## config.mk

```make
export PLATFORM = sky130hd
export DESIGN_NAME = vga_sync_out
export DESIGN_NICKNAME = d
export VERILOG_FILES = /design/src/rtl/vga_sync_out.sv
export SDC_FILE = /design/constraint.sdc
export NUM_CORES = 1
export LEC_CHECK = 0
export BUFFER_PORTS_ARGS = -buffer_cell sky130_fd_sc_hd__buf_4
export CAP_MARGIN = 40
export CORE_MARGIN = 5
export CORE_UTILIZATION = 45
export CTS_CLUSTER_SIZE = 30
export DETAILED_ROUTE_END_ITERATION = 16
export PLACE_DENSITY_LB_ADDON = 0.05
export SETUP_SLACK_MARGIN = 0.3
export SYNTH_ARGS = -nofsm -noshare
export SYNTH_HDL_FRONTEND = slang
export SYNTH_SLANG_ARGS = --single-unit
```

## constraint.sdc

```tcl
create_clock -name clk -period 4.45 [get_ports clk]
set_clock_uncertainty 0.1 [all_clocks]
set_input_delay 1.1125 -clock clk [delete_from_list [all_inputs] [get_ports clk]]
set_output_delay 1.1125 -clock clk [all_outputs]
set_load 0.02 [all_outputs]
```

## src/rtl/vga_sync_out.sv

```systemverilog
// VGA timing generator plus registered output stage: pixel-rate divider, scan counters,
// and blanked colour / sync registers that lag the counters by exactly one pixel.
module vga_sync_out #(
    parameter int DIV = 4,
    parameter int HD  = 640,
    parameter int HF  = 16,
    parameter int HR  = 96,
    parameter int HB  = 48,
    parameter int VD  = 480,
    parameter int VF  = 10,
    parameter int VR  = 2,
    parameter int VB  = 33
) (
    input  logic        clk,
    input  logic        reset,
    input  logic [11:0] graph_rgb,
    output logic [9:0]  pix_x,
    output logic [9:0]  pix_y,
    output logic        video_on,
    output logic        p_tick,
    output logic        f_tick,
    output logic        hsync,
    output logic        vsync,
    output logic [11:0] rgb
);
    localparam int H_TOT = HD + HF + HR + HB;
    localparam int V_TOT = VD + VF + VR + VB;
    localparam int DW    = $clog2(DIV);

    localparam logic [DW-1:0] DIV_LAST = DW'(DIV - 1);
    localparam logic [9:0]    H_LAST   = 10'(H_TOT - 1);
    localparam logic [9:0]    V_LAST   = 10'(V_TOT - 1);
    localparam logic [9:0]    H_DISP   = 10'(HD);
    localparam logic [9:0]    V_DISP   = 10'(VD);
    localparam logic [9:0]    HS_BEG   = 10'(HD + HF);
    localparam logic [9:0]    HS_END   = 10'(HD + HF + HR - 1);
    localparam logic [9:0]    VS_BEG   = 10'(VD + VF);
    localparam logic [9:0]    VS_END   = 10'(VD + VF + VR - 1);

    logic [DW-1:0] r_div_cnt;
    logic [9:0]    r_h_cnt;
    logic [9:0]    r_v_cnt;
    logic          r_hsync;
    logic          r_vsync;
    logic [11:0]   r_rgb;

    logic w_p_tick;
    logic w_h_end;
    logic w_v_end;
    logic w_video_on;
    logic w_hs_act;
    logic w_vs_act;

    assign w_p_tick   = (r_div_cnt == DIV_LAST);
    assign w_h_end    = (r_h_cnt == H_LAST);
    assign w_v_end    = (r_v_cnt == V_LAST);
    assign w_video_on = (r_h_cnt < H_DISP) && (r_v_cnt < V_DISP);
    assign w_hs_act   = (r_h_cnt >= HS_BEG) && (r_h_cnt <= HS_END);
    assign w_vs_act   = (r_v_cnt >= VS_BEG) && (r_v_cnt <= VS_END);

    always_ff @(posedge clk or negedge reset) begin
        if (!reset) begin
            r_div_cnt <= '0;
        end else if (w_p_tick) begin
            r_div_cnt <= '0;
        end else begin
            r_div_cnt <= r_div_cnt + DW'(1);
        end
    end

    // Vertical count advances only on the tick that wraps the line.
    always_ff @(posedge clk or negedge reset) begin
        if (!reset) begin
            r_h_cnt <= '0;
            r_v_cnt <= '0;
        end else if (w_p_tick) begin
            r_h_cnt <= w_h_end ? 10'd0 : r_h_cnt + 10'd1;
            if (w_h_end) begin
                r_v_cnt <= w_v_end ? 10'd0 : r_v_cnt + 10'd1;
            end
        end
    end

    always_ff @(posedge clk or negedge reset) begin
        if (!reset) begin
            r_hsync <= 1'b1;
            r_vsync <= 1'b1;
            r_rgb   <= 12'h000;
        end else if (w_p_tick) begin
            r_hsync <= ~w_hs_act;
            r_vsync <= ~w_vs_act;
            r_rgb   <= w_video_on ? graph_rgb : 12'h000;
        end
    end

    assign pix_x    = r_h_cnt;
    assign pix_y    = r_v_cnt;
    assign video_on = w_video_on;
    assign p_tick   = w_p_tick;
    assign f_tick   = w_p_tick && w_h_end && w_v_end;
    assign hsync    = r_hsync;
    assign vsync    = r_vsync;
    assign rgb      = r_rgb;
endmodule

```

==> reports/metrics.csv <==
metric,value,unit
Routability Congestion,0.857,
drt via density,5.18,
core area,0.00369,mm²
vias in the first global route,1378,
Synth Cell Area,0.00172,mm²
CTS Buf Count,5,
Min-Delay Path Class,register to register,
All-Layer GR Usage,15.4,%
Synth Area in Simple Gates,22.6,%
largest net degree at the start of global routing,37,
Worst-Skew Late Latency,0.28,ns
Residual DRC,0,
mux contribution to synthesized area,0.582,%
Final Hold Fails,0,
die area,0.00516,mm²
Unique masters post-synth,33,
grt ovf,0,
register bit count reported by yosys,36,
initial antenna violation count,0,
critical path required time,3.24,ns
Slowest cell on crit path,dfrtp_1,
clk sinks,36,
RR Startpoint,r_div_cnt[0],
R2R Path End,pix_x[7],
Starting Density,46.6,%
Hold Crit Start,r_div_cnt[0],
Die W,71.8,µm
Post-Synth Adder-Cell Area,3.64,%
XOR/XNOR share of the synthesized area,6.62,%
Final Hold Slack,0.347,ns
Max-Cap Viols,0,
CP cell instances,ha_1 -> and4_1 -> nand3_4 -> nor2_1 -> buf_4,
I/O pin count,51,
fin crit share,68.4,%
Avg Synthesized Cell Area,9.77,µm²
Tightest Pin Transition,0.492,ns
Peak VDD IR,0.158,mV
# resized after CTS,0,
Pwr per Cell Area,277,mW/mm²
most frequent cells in the layout,"buf_4, dfrtp_1, nand2_1, inv_1, o22ai_1",
Critical Path AT,1.83,ns
delay of the slowest critical-path stage,0.39,ns
Final nets,247,
Achievable Freq,0.328,GHz
antenna violation net count after detailed routing,0,
row count,22,
ANT cells,0,
"commonest non-fill, non-tap cell in the layout",buf_4,
Post-CTS Setup Bufs,0,
final wirelength,3760,µm
Post-CTS Hold Buffers,0,
hold depth,1,
CP Capture Type,output port,
TritonRoute pass-1 iters,4,
area grow syn2layout,29.8,%
CTS tree,yes,
Synth Area in Compound Gates,8.01,%
Hold Path End,r_div_cnt[0],
Fin Setup TNS,0,ns
fraction of layout cells with a size suffix above 1,28.9,%
Initial DRC Count,100,
Synth Warn #,0,
via count,1429,
status,finished clean,
Reg2Reg Setup Slack,2.59,ns
port bufs,50,
syn_nets,195,
fraction of registers with async set/reset,100,%
Max Slew Vio Count,0,
worst-case clock buffer depth,2,
first-pass GRT wire length,6270,µm
"CTS clk-pin slew, worst paths",0.07,ns
largest family of logic cells by synthesized area,simple AND/OR/NAND/NOR gates,
Reg2Reg Depth,6,
CP Max Fanout,7,
startpoint types,register,
Final Cell Area,0.00223,mm²
post-synthesis sequential area ratio,52.5,%
Placed Area,0.00213,mm²
RSZ-0062 raised after global routing,false,
dpl hpwl,2830,µm
average wire per standard cell,13.6,µm
Post-Synthesis Cells,176,
post-layout min period,3.04,ns
Die Span Y,71.8,µm
"EDFF count, synth",0,
Slew headroom,67.1,%
"Setup violations, final",0,
top_reg_cell synth,dfrtp_1,
CTS H-tree lvls,2,
Static Leak,1.08,nW
CP Class,register to output port,
CTS root buffer,clkbuf_8,
==> per-stage QoR <==
step                utilization (%)  total power [mW]  worst slack [ns]  cells
finish                         60.5             0.617              1.41    276
global route                   60.5             0.640              1.22    276
CTS                            60.5             0.623              1.38    276
detailed placement             57.9             0.379              1.71    269
global placement               57.9             0.378              1.77    269
floorplan                         -             0.354              1.63    176
==> power by group <==
part / internal (mW) / switching [mW]
registers: 0.333 / 0.00302
clock network: 0.138 / 0.107
logic: 0.0170 / 0.0193
==> flip-flops by register name (all words and copies together), names as in the netlist <==
register   cells
rgb           12
pix_x         10
pix_y         10
r_div_cnt      2
hsync          1
vsync          1
==> cell type report <==
class / instances / area, µm²
Sequential cell: 36 / 903
Fill cell: 332 / 1460
Inverter: 20 / 75.1
Timing Repair Buffer: 51 / 383
Multi-Input combinational cell: 114 / 713
Clock buffer: 7 / 96.3
Tap cell: 48 / 60.1
==> cells by family (layout without fill, tap and decap cells) <==
kind of cell,count (synthesis),after routing
flops,36,36
mux,1,1
xor+xnor,13,13
buf+inv,26,78
compound gates,24,24
simple gates,71,71
fa+ha+maj,5,5
==> Yosys cell counts (3+ instances only) <==
master | n | area share, %
nand3_1 | 4 | 1.2
xnor2_1 | 6 | 3.1
nand2_1 | 22 | 4.8
or3_1 | 3 | 1.1
xor2_1 | 7 | 3.6
nor3_1 | 7 | 2.0
clkbuf_1 | 4 | 0.87
nand4_1 | 6 | 2.2
nor2_1 | 12 | 2.6
o21ai_0 | 5 | 1.5
a21oi_1 | 5 | 1.5
dfrtp_1 | 34 | 49
inv_1 | 20 | 4.4
ha_1 | 5 | 3.6
o22ai_1 | 14 | 5.1
==> worst max-delay path by stage <==
stage,cells past startpoint,from,endpoint
finish,5,pix_x[0],f_tick
global route,6,pix_y[0],f_tick
CTS,5,pix_x[0],f_tick
detailed placement,5,pix_x[0],f_tick
global placement,5,pix_x[0],f_tick
floorplan,5,r_div_cnt[0],f_tick
==> metal layers <==
metal,share of wire [%],wire [µm],track usage [%]
met4,1.3,48,5.64
met5,0,0,0
met1,42,1600,19.3
met2,48,1810,25.0
met3,8.1,305,4.49
==> worst max-delay path: cells and delay by family (launching register included) <==
family | cells | cell delay (ns)
buffers and inverters | 1 | 0.21
adder cells (fa/ha/maj) | 1 | 0.22
flip-flops | 1 | 0.39
AND/OR/NAND/NOR | 3 | 0.73
(Power assumes the default switching activity.)
